$ cat src/rtl/fp_div_pkg.sv
// Shared types and constants for the divider post-processing stage.
// Holds the FSM state encoding, operand class codes and the canonical quiet NaN.
// Defaults describe IEEE-754 binary32 (24-bit significand, 8-bit exponent).
package fp_div_pkg;

  localparam int DEF_WIDTH = 24;
  localparam int DEF_EXP_W = 8;

  // Canonical quiet NaN for the default binary32 format
  localparam logic [31:0] CANON_NAN = 32'h7FC0_0000;

  typedef enum logic [2:0] {
    IDLE,
    NORM,
    DENORM,
    ROUND,
    OUT
  } state_e;

  typedef enum logic [1:0] {
    CLS_NORMAL = 2'b00,
    CLS_ZERO   = 2'b01,
    CLS_INF    = 2'b10,
    CLS_NAN    = 2'b11
  } special_e;

  function automatic int bias_of(input int exp_w);
    return (1 << (exp_w - 1)) - 1;
  endfunction

endpackage

$ cat src/rtl/fp_round_rne.sv
// Round-to-nearest-even incrementer for a 1.(WIDTH-1) significand.
// Latency: combinational.
// Backpressure: none; pure function of its inputs.
module fp_round_rne
  import fp_div_pkg::*;
#(
  parameter int WIDTH = DEF_WIDTH
) (
  input  logic [WIDTH-1:0] mant,
  input  logic             guard,
  input  logic             sticky,
  output logic [WIDTH-1:0] mant_rnd,
  output logic             carry,
  output logic             inexact
);

  logic             inc;
  logic [WIDTH:0]   sum;

  // Increment on more-than-half, or on exactly-half when the LSB is odd; a carry out means 2.0 -> 1.0
  always_comb begin
    inc      = guard & (sticky | mant[0]);
    sum      = {1'b0, mant} + {{WIDTH{1'b0}}, inc};
    carry    = sum[WIDTH];
    mant_rnd = carry ? {1'b1, {(WIDTH-1){1'b0}}} : sum[WIDTH-1:0];
    inexact  = guard | sticky;
  end

endmodule

$ cat src/rtl/fp_div_post.sv
// fp_div_post: normalise, round (RNE) and pack mantissa-divider output into an IEEE-754 result + flags.
// Latency: out_valid in the third cycle after the accepting edge, plus 1-e DENORM cycles for subnormals.
// Backpressure: one op in flight, in_ready only in IDLE; result/flags held until out_valid&&out_ready.
// Build option FP_DIV_SUBNORM_EN: gradual underflow through DENORM; without it tiny results flush to zero.
module fp_div_post
  import fp_div_pkg::*;
#(
  parameter int WIDTH = DEF_WIDTH,
  parameter int EXP_W = DEF_EXP_W
) (
  input  logic                    clk,
  input  logic                    rst_n,
  input  logic                    in_valid,
  input  logic [WIDTH-1:0]        q,
  input  logic [WIDTH-1:0]        r,
  input  logic [WIDTH-1:0]        y,
  input  logic                    dbz,
  input  logic                    ovf,
  input  logic                    sign,
  input  logic signed [EXP_W+1:0] exp_diff,
  input  logic [1:0]              special,
  output logic                    in_ready,
  output logic                    out_valid,
  input  logic                    out_ready,
  output logic [EXP_W+WIDTH-1:0]  result,
  output logic [4:0]              flags
);

  localparam int RW   = EXP_W + WIDTH;
  localparam int XW   = EXP_W + 3;
  localparam int BIAS = bias_of(EXP_W);
  localparam logic signed [XW-1:0] BIAS_X    = XW'(BIAS);
  localparam logic signed [XW-1:0] ONE_X     = XW'(1);
  localparam logic signed [XW-1:0] ZERO_X    = '0;
  localparam logic signed [XW-1:0] EMAX_X    = XW'((1 << EXP_W) - 1);
  localparam logic signed [XW-1:0] MIN_SUB_X = XW'(-(WIDTH - 1));
  localparam logic [RW-1:0] QNAN = (RW == 32 && EXP_W == DEF_EXP_W) ? RW'(CANON_NAN)
                                 : {1'b0, {EXP_W{1'b1}}, 1'b1, {(WIDTH-2){1'b0}}};

  state_e                  state;
  logic                    in_valid_d;
  logic [WIDTH-1:0]        c_q, c_r, c_y;
  logic                    c_dbz, c_ovf, c_sign;
  logic signed [EXP_W+1:0] c_exp;
  special_e                c_cls;

  logic [WIDTH-1:0]        m;
  logic                    g, s, tiny, ovr;
  logic signed [XW-1:0]    e;
  logic [RW-1:0]           ovr_res;
  logic [4:0]              ovr_flg;

  logic [WIDTH:0]          two_r, two_rem, y_x;
  logic                    nbit, n_g, n_s, n_tiny, n_flush, n_ovr;
  logic [WIDTH-1:0]        n_m, n_rem;
  logic signed [XW-1:0]    n_e, exp_x;
  logic [RW-1:0]           n_res, zero_res, inf_res;
  logic [4:0]              n_flg;

  logic [WIDTH-1:0]        rm;
  logic                    rc, rinx;
  logic signed [XW-1:0]    e_fin;
  logic [EXP_W-1:0]        exp_fld;
  logic [RW-1:0]           f_res;
  logic [4:0]              f_flg;

  assign zero_res = {c_sign, {(RW-1){1'b0}}};
  assign inf_res  = {c_sign, {EXP_W{1'b1}}, {(WIDTH-1){1'b0}}};

  // Normalise quotient/remainder, derive guard/sticky and resolve every non-rounding outcome up front
  always_comb begin
    y_x   = {1'b0, c_y};
    two_r = {c_r, 1'b0};
    nbit  = (two_r >= y_x);
    exp_x = {c_exp[EXP_W+1], c_exp};
    if (c_q[WIDTH-1]) begin
      n_m   = c_q;
      n_rem = c_r;
      n_e   = exp_x + BIAS_X;
    end else begin
      n_m   = {c_q[WIDTH-2:0], nbit};
      n_rem = nbit ? WIDTH'(two_r - y_x) : WIDTH'(two_r);
      n_e   = exp_x + BIAS_X - ONE_X;
    end
    two_rem = {n_rem, 1'b0};
    n_g     = (two_rem >= y_x);
    n_s     = (two_rem != y_x) && (n_rem != '0);
`ifdef FP_DIV_SUBNORM_EN
    n_tiny  = (n_e <= ZERO_X);
    n_flush = (n_e < MIN_SUB_X);
`else
    n_tiny  = 1'b0;
    n_flush = (n_e <= ZERO_X);
`endif
    n_ovr = 1'b1;
    n_res = zero_res;
    n_flg = 5'b00000;
    if (c_cls == CLS_ZERO) begin
      n_res = zero_res;
    end else if (c_cls == CLS_INF) begin
      n_res = inf_res;
    end else if (c_cls == CLS_NAN) begin
      n_res = QNAN;
      n_flg = 5'b10000;
    end else if (c_dbz) begin
      n_res = inf_res;
      n_flg = 5'b01000;
    end else if (c_ovf) begin
      n_res = QNAN;
      n_flg = 5'b10000;
    end else if (n_flush) begin
      n_res = zero_res;
      n_flg = 5'b00011;
    end else begin
      n_ovr = 1'b0;
    end
  end

  fp_round_rne #(.WIDTH(WIDTH)) u_round (
    .mant     (m),
    .guard    (g),
    .sticky   (s),
    .mant_rnd (rm),
    .carry    (rc),
    .inexact  (rinx)
  );

  // Apply the rounding carry, catch post-round overflow and pack; a subnormal that rounds up to 1.0 becomes the min normal
  always_comb begin
    e_fin   = e + (rc ? ONE_X : ZERO_X);
    exp_fld = (tiny && !rm[WIDTH-1]) ? '0 : e_fin[EXP_W-1:0];
    f_res   = {c_sign, exp_fld, rm[WIDTH-2:0]};
    f_flg   = {3'b000, tiny & rinx, rinx};
    if (ovr) begin
      f_res = ovr_res;
      f_flg = ovr_flg;
    end else if (!tiny && (e_fin >= EMAX_X)) begin
      f_res = inf_res;
      f_flg = 5'b00101;
    end
  end

  // Control FSM: capture on a fresh in_valid rise, step through the pipeline, hold the result until taken.
  // The edge detector resets to "already high" so a level present across reset is never taken as a new request.
  always_ff @(posedge clk or negedge rst_n) begin
    if (!rst_n) begin
      state      <= IDLE;
      in_valid_d <= 1'b1;
      in_ready   <= 1'b1;
      out_valid  <= 1'b0;
      result     <= '0;
      flags      <= '0;
      c_q        <= '0;
      c_r        <= '0;
      c_y        <= '0;
      c_dbz      <= 1'b0;
      c_ovf      <= 1'b0;
      c_sign     <= 1'b0;
      c_exp      <= '0;
      c_cls      <= CLS_NORMAL;
      m          <= '0;
      g          <= 1'b0;
      s          <= 1'b0;
      tiny       <= 1'b0;
      e          <= '0;
      ovr        <= 1'b0;
      ovr_res    <= '0;
      ovr_flg    <= '0;
    end else begin
      in_valid_d <= in_valid;
      case (state)
        IDLE: begin
          if (in_valid && !in_valid_d) begin
            c_q      <= q;
            c_r      <= r;
            c_y      <= y;
            c_dbz    <= dbz;
            c_ovf    <= ovf;
            c_sign   <= sign;
            c_exp    <= exp_diff;
            c_cls    <= special_e'(special);
            in_ready <= 1'b0;
            state    <= NORM;
          end
        end
        NORM: begin
          m       <= n_m;
          g       <= n_g;
          s       <= n_s;
          e       <= n_e;
          tiny    <= n_tiny;
          ovr     <= n_ovr;
          ovr_res <= n_res;
          ovr_flg <= n_flg;
          state   <= (!n_ovr && n_tiny) ? DENORM : ROUND;
        end
        DENORM: begin
          m <= m >> 1;
          g <= m[0];
          s <= s | g;
          e <= e + ONE_X;
          if (e == ZERO_X) state <= ROUND;
        end
        ROUND: begin
          result    <= f_res;
          flags     <= f_flg;
          out_valid <= 1'b1;
          state     <= OUT;
        end
        OUT: begin
          if (out_ready) begin
            out_valid <= 1'b0;
            in_ready  <= 1'b1;
            state     <= IDLE;
          end
        end
        default: state <= IDLE;
      endcase
    end
  end

endmodule

$ cat config.mk
export PLATFORM = sky130hd
export DESIGN_NAME = fp_div_post
export DESIGN_NICKNAME = d
export VERILOG_FILES = /design/src/rtl/fp_div_pkg.sv /design/src/rtl/fp_round_rne.sv /design/src/rtl/fp_div_post.sv
export SDC_FILE = /design/constraint.sdc
export NUM_CORES = 1
export LEC_CHECK = 0
export CAP_MARGIN = 20
export CORE_UTILIZATION = 35
export DETAILED_ROUTE_END_ITERATION = 16
export GPL_TIMING_DRIVEN = 0
export PLACE_DENSITY = 0.63
export SYNTH_ARGS = -nofsm -noshare
export SYNTH_HDL_FRONTEND = slang
export SYNTH_HIERARCHICAL = 1
export SYNTH_SLANG_ARGS = --single-unit
$ cat constraint.sdc
create_clock -name clk -period 4.7 [get_ports clk]
set_clock_uncertainty 0.15 [all_clocks]
set_input_delay 0.94 -clock clk [delete_from_list [all_inputs] [get_ports clk]]
set_output_delay 0.94 -clock clk [all_outputs]
set_load 0.05 [all_outputs]
-- Word level (Yosys, flattened, before mapping)
Index checks and enable logic that the tools add are counted.
- flip-flop bits (word level): 205
- bits of input ports: 91
- logic and storage cells: 98
- add/subtract/negate cells: 6
- $lt $le $gt $ge: 4
- equality and inequality tests: 11
- multiplexer cells: 40
- bitwise gates (word level): 3
- reduce and logical (&&, ||, !) cells: 13
- operators by type and width (operator ; count):
    $mux 32 ; 6
    $mux 24 ; 3
    $ge 25x24->1 ; 2
    $pmux 24 s2 ; 1
    $mux 31 ; 1
    $mux 5 ; 6
    $add 24x1->25 ; 1
    $ne 25x24->1 ; 1
    $reduce_bool 24->1 ; 1
    $sub 24x24->24 ; 1
    $mux 23 ; 1
    $pmux 11 s2 ; 1
    $pmux 3 s5 ; 1
    $mux 3 ; 4
    $add 10x8->11 const B ; 1
    $add 11x2->11 ; 1
    $add 11x2->11 const B ; 1
    $ge 11x9->1 const B ; 1
    $le 11x1->1 const B ; 1
    $logic_not 11->1 ; 1
    $mux 11 ; 1
    $sub 11x2->11 const B ; 1
    $mux 1 ; 10
    $pmux 1 s2 ; 4
    other kinds (15) ; 25

-- Depth between registers and ports, before layout
Gate-level depths: netlist of the first run.
- depth after elaboration: 10
- gate-level depth with buffers: 22
- gate-level depth less buffers: 21

-- Cells and area by module
The synthesis of the first run kept the hierarchy.
- modules (own cells, without submodules) (module ; times used ; cells each ; area each (µm²) ; sequential area each (µm²)):
    fp_div_post ; 1 ; 1107 ; 10070.9 ; 4331.7
    fp_round_rne ; 1 ; 88 ; 601.8 ; 0.0

-- Worst setup path before layout of the first run
No wires, ideal clock.
- path kind: register to register
- from: register c_r[15]
- to: register g
- setup time: 122 ps
- arrival time: 4035 ps
- required time: 4428 ps
- path slack: 393 ps
- stages on the path, launching flop included: 21
- path buffers: 4
- period minus slack after synthesis: 4307 ps
- cells stage by stage: dfrtp_1 ha_1 clkbuf_1 a21o_1 a31o_2 o21ai_0 a32o_1 buf_6 clkbuf_1 clkbuf_1 a21oi_1 o21ai_0 ha_1 a21o_1 a21o_1 a21oi_1 o21ai_0 a221oi_1 a21oi_1 nor3_1 nor2_1
- word-level cells in the longest chain between the ends: 5
- elaborated cells on any way between the ends: 6
- classes of those cells: add/sub (1); order compare (2); mux (3)
- ends and longest elaborated chain (element ; RTL line ; RTL):
    start, declared ; fp_div_post.sv:42 ; logic [WIDTH-1:0] c_q, c_r, c_y;
    start signal, assigned ; fp_div_post.sv:175 ; c_r <= r;
    $sub 24x24->24 / $ge 25x24->1 (equally long branches) ; fp_div_post.sv:82, fp_div_post.sv:74 ;
    $mux 24 ; fp_div_post.sv:82 ; n_rem = nbit ? WIDTH'(two_r - y_x) : WIDTH'(two_r);
    $mux 24 (*) ; fp_div_post.sv:76 ; if (c_q[WIDTH-1]) begin
    $ge 25x24->1 (*) ; fp_div_post.sv:86 ; n_g = (two_rem >= y_x);
    $pmux 1 s2 (*) ; fp_div_post.sv:171 ; case (state)
    end signal, assigned ; fp_div_post.sv:188 ; g <= n_g;
    end signal, assigned ; fp_div_post.sv:199 ; g <= m[0];
    end, declared ; fp_div_post.sv:48 ; logic g, s, tiny, ovr;
Mark *: on every way between the ends. The rest lies on a longest branch, timed or not.
A chain may end at the register's enable or synchronous reset.

-- Worst setup path in the final report of the first run
- from: register c_r[6]
- to: register g
The elaborated chain is that of the path after synthesis.

==> results of run 1 <==
==> through the flow <==
step           utilization  hold WS [ps]  cell area [um2]  std cells  worst slack, ps
6_report            0.4445         298.0            13250       1744            162.8
5_1_grt             0.4445         340.2            13250       1744           -94.97
4_1_cts             0.4419         323.7            13170       1744           -45.13
3_5_place_dp        0.4185         308.8            12470       1712           -857.0
3_3_place_gp        0.4169         302.5            12420       1710            -4599
2_1_floorplan            -         280.0            10640       1191            393.1
==> metal layers <==
| metal | wire [um] | vias up | track usage |
|---|---|---|---|
| met5 | 0 | - | 0 |
| met4 | 842 | 0 | 0.07435 |
| met3 | 1551 | 59 | 0.03381 |
| met2 | 13000 | 285 | 0.3054 |
| met1 | 14000 | 4415 | 0.2712 |
| li1 | - | 4523 | - |
==> state kept, by name, summed over array words and instances, names as in the netlist <==
signal / flops
in_ready: 1
s: 1
c_cls: 2
in_valid_d: 1
flags: 5
result: 32
ovr: 1
c_dbz: 1
c_r: 24
c_q: 24
e: 11
g: 1
ovr_res: 3
c_exp: 10
out_valid: 1
c_sign: 1
c_ovf: 1
state: 3
m: 24
ovr_flg: 2
c_y: 24
==> cells in the final DEF, fill, tap and decap left out, drive strengths merged, types with 3 or more instances in the layout <==
cell type / instances
clkdlybuf4s50: 128
dfrtp: 171
nand4: 22
nand2b: 9
mux2i: 33
or4: 4
a21oi: 72
and4: 5
buf: 13
inv: 50
a221o: 4
and2: 7
xnor2: 42
a211oi: 4
nor4: 11
nor3: 11
clkbuf: 68
o21ai: 132
o31ai: 4
ha: 57
nor3b: 5
o22ai: 7
nor2b: 4
xor2: 17
nand2: 184
o21a: 8
o211ai: 6
a31oi: 9
a21o: 15
mux2: 59
clkinv: 4
or3: 8
o311ai: 6
or2: 4
a2111oi: 3
nand3: 30
and3: 9
nor2: 89
==> layout make-up <==
type	count	area [um2]	share of cell area
multi-input combinational	915	6088	0.4597
sequential	173	4334	0.3272
timing repair buffer	131	1331	0.1005
tap	390	488.0	0.03684
clock buffer	17	425.4	0.03212
buffer	61	249.0	0.01880
clock inverter	15	171.4	0.01294
inverter	42	157.7	0.01190
==> worst max-delay path, stage by stage (launching register included) <==
cell and delay (ps):
dfrtp_1 460, ha_4 320, nand4_1 110, or3_1 370
o21ba_4 270, o211ai_2 70, a32o_1 270, buf_6 150
nand2b_4 220, o21ai_4 210, ha_1 250, nor2b_1 150
o21a_1 170, o21a_1 160, o21a_1 160, o21a_1 160
o21ai_0 150, a21oi_1 90, o21ai_1 180, a21oi_1 100
nor3_1 180, nor2_1 60
==> what timing repair did <==
item                                    4_1_cts  5_1_grt
pin swaps                                     1        2
endpoints found under the setup margin        2        2
resized for setup                            19       18
==> worst paths after layout <==
path | to | slack, ps | cells past startpoint
min in group clk | flags[3] | 320 | 2
max in group asynchronous | c_q[23] | 3220 | 2
setup / recovery | g | 160 | 21
hold reg to reg | flags[3] | 320 | 2
hold / removal | result[9] | 300 | 1
setup reg to reg | g | 160 | 21
==> results.json, run 1 <==
{
  "drv_cap": 0,
  "outcome": "completed",
  "row_count": 63,
  "start_util": 0.3572,
  "wirelength_mm": 29.39,
  "post_cts_buffers": 0,
  "dpl.hpwl_mm": 22.54,
  "hold_viol_final": 0,
  "clk_latency_ps": 440,
  "period_minus_slack_ps": 4537,
  "start_kind": "register",
  "detail-route-antenna-nets": 0,
  "die_w_um": 176.4,
  "setup_viol": 0,
  "startpoint": "c_r[6]",
  "drtIter0Drc": 533,
  "viasPerCell": 5.322,
  "worstSetupEndpointType": "register",
  "synth_nets": 1340,
  "dr.pass1.iters": 5,
  "drc": 0,
  "fmax_mhz": 220.4,
  "rsz0062_at_grt": "yes",
  "io-pin-count": 130,
  "slew_violations": 0,
  "crit_type": "reg2reg",
  "min_period_over_period": 0.9654,
  "clockBufferDepth": 2,
  "grt_overflow": 0,
  "gp_congestion": 0.9115,
  "layout-drive-gt1-share": 0.1012,
  "final_nets": 1490,
  "area_growth_syn_to_layout_pct": 24.44,
  "cts.sinks": 173,
  "hold_class": "in2async",
  "n_antenna_cell": 0,
  "vias": 9282,
  "maxSlewHeadroom": 0.3359,
  "syn-cell-area_um2": 10640,
  "grt_util_all_layers": 0.1962,
  "die_area_um2": 31110,
  "holdBufCountCts": 0,
  "fillers": 2969,
  "yosysWarningCount": 6,
  "coreArea_um2": 29800,
  "setup_tns_ps": 0,
  "syn_area_per_cell_um2": 8.937,
  "arrival_ps": 4720,
  "cts_buffers": 17,
  "cts_root_buf": "clkbuf_16",
  "antenna_found_initial": 0,
  "syn-instance-count": 1191,
  "grt_pass1_vias": 8993,
  "grt_pass1_wl_mm": 47.85,
  "r2r-start": "c_r[6]",
  "portBuffers": 129,
  "cts_max_level": 4,
  "cts_tree": "yes",
  "routedWlPerCell_um": 16.85,
  "fp.dieH_um": 176.4,
  "grt_start_max_net_pins": 100,
  "worstMarginPinSlew_ps": 988.5,
  "cp_data_required_time_ps": 4880,
  "clkTransAtPathRegs_ps": 70,
  "crit_fanout": 10
}
Power of run 1 is left out: the tool's default activity adds up to more than one toggle a clock period on the data nets, which glitch-free logic cannot reach.
==> run 2, diff against run 1 <==
ABC_AREA = 0   (was default)
clock period = 4.8 ns   (was 4.7 ns; I/O delays follow)
==> results.json, run 2 (synthesis results as in run 1) <==
{
  "fp.dieH_um": 176.4,
  "setup_tns_ps": 0,
  "worstMarginPinSlew_ps": 996.0,
  "fmax_mhz": 218.6,
  "startpoint": "c_r[6]",
  "clkTransAtPathRegs_ps": 70,
  "viasPerCell": 5.351,
  "path_common_cell": "o21a_1",
  "cts_buffers": 17,
  "vias": 9332,
  "crit_buf_inv": 1,
  "setup_viol": 0,
  "grt_overflow": 0,
  "die_area_um2": 31110,
  "slowest_stage": "dfrtp_1",
  "r2r_slack_ps": 230,
  "min_period_over_period": 0.9531,
  "cts_root_buf": "clkbuf_16",
  "grt_start_max_net_pins": 100,
  "crit_family": "compound AO/OA/AOI/OAI gates",
  "area_growth_syn_to_layout_pct": 24.34,
  "setup_slack_ps": 225.3,
  "largest_reg_flops": 32,
  "outcome": "completed",
  "cts_max_level": 4,
  "r2r_cells": 21,
  "drv_cap": 0,
  "post_cts_buffers": 0,
  "worstSetupEndpointType": "register",
  "slew_violations": 0,
  "portBuffers": 129,
  "grt_pass1_wl_mm": 47.64,
  "clockBufferDepth": 2,
  "drc": 0,
  "r2r_end": "g",
  "io-pin-count": 130,
  "final_nets": 1490,
  "arrival_ps": 4760,
  "path_cells": "ha_4 > nand4_1 > or3_1 > o21ba_4 > o211ai_2 > a32o_1 > buf_6 > nand2b_4 > o21ai_4 > ha_1 > nor2b_1 > o21a_1 > o21a_1 > o21a_1 > o21a_1 > o21ai_0 > a21oi_1 > o21ai_1 > a21oi_1 > nor3_1 > nor2_1",
  "antenna_found_initial": 0,
  "start_util": 0.3572,
  "gp_congestion": 0.9115,
  "period_minus_slack_ps": 4575,
  "routedWlPerCell_um": 16.85,
  "cts_tree": "yes",
  "grt_util_all_layers": 0.1952,
  "wirelength_mm": 29.39,
  "place_ws_ps": -757.0,
  "layout-drive-gt1-share": 0.09823,
  "hold_viol_final": 0,
  "coreArea_um2": 29800,
  "detail-route-antenna-nets": 0,
  "cp_data_required_time_ps": 4980,
  "crit_type": "reg2reg",
  "n_antenna_cell": 0,
  "regMostFlops": "result",
  "start_kind": "register",
  "die_w_um": 176.4,
  "dpl.hpwl_mm": 22.54,
  "fillers": 2968,
  "grt_pass1_vias": 8962,
  "crit_fanout": 10,
  "dr.pass1.iters": 5,
  "layout_common_cells": "nand2_1 (183), dfrtp_1 (171), clkdlybuf4s50_1 (128), o21ai_0 (127), nor2_1 (89)",
  "maxSlewHeadroom": 0.3309,
  "drtIter0Drc": 577,
  "cpPeakStageDelay_ps": 460,
  "clk_latency_ps": 450,
  "r2r-start": "c_r[6]",
  "cts.sinks": 173,
  "hold_class": "in2async",
  "row_count": 63,
  "final_common_cell": "nand2_1"
}
[run 2: metrics by stage]
stage	hold WS (ps)	util	std cells	instance area [um2]
floorplan	280.0	-	1191	10640
global placement	302.5	0.4169	1710	12420
detailed placement	308.8	0.4185	1712	12470
CTS	323.7	0.4396	1744	13100
global route	340.2	0.4442	1744	13240
finish	316.6	0.4442	1744	13240
[run 2: final cells by class]
| cell class | count | area, um2 | share of cell area |
|---|---|---|---|
| buffer | 61 | 249.0 | 0.01881 |
| clock buffer | 17 | 425.4 | 0.03214 |
| sequential | 173 | 4332 | 0.3273 |
| inverter | 42 | 157.7 | 0.01191 |
| timing repair buffer | 131 | 1331 | 0.1006 |
| tap | 390 | 488.0 | 0.03687 |
| multi-input combinational | 915 | 6081 | 0.4594 |
| clock inverter | 15 | 171.4 | 0.01295 |
[run 2: timing repair]
action                                  CTS  global route
hold buffers                              0             0
resized for setup                        13            21
pin swaps                                 0             1
endpoints found under the setup margin    2             2
[run 2: layer usage]
metal  up-vias  GRT usage  wire length (um)
met5         -          0                 0
met4         0    0.07148               837
met3        57    0.03273              1583
met2       295     0.3051             13070
met1      4457     0.2706             13900
li1       4523          -                 -
[run 2: worst max path at each step]
stage / end / slack, ps / cells past startpoint
after global placement: c_y[12] / -4520 / 1
after global routing: g / -0.3 / 21
after detailed placement: g / -760 / 20
final: g / 230 / 21
after floorplan: g / 490 / 20
after CTS: g / 10 / 21
[run 2: worst reg2reg max path, delay by kind of cell, from the launching register on]
family	cells	cell delay [ps]
compound gates	12	2010
fa+ha+maj	2	570
buf+inv	1	150
flops	1	460
simple gates	6	1120
Power of run 2 is left out for the same reason.
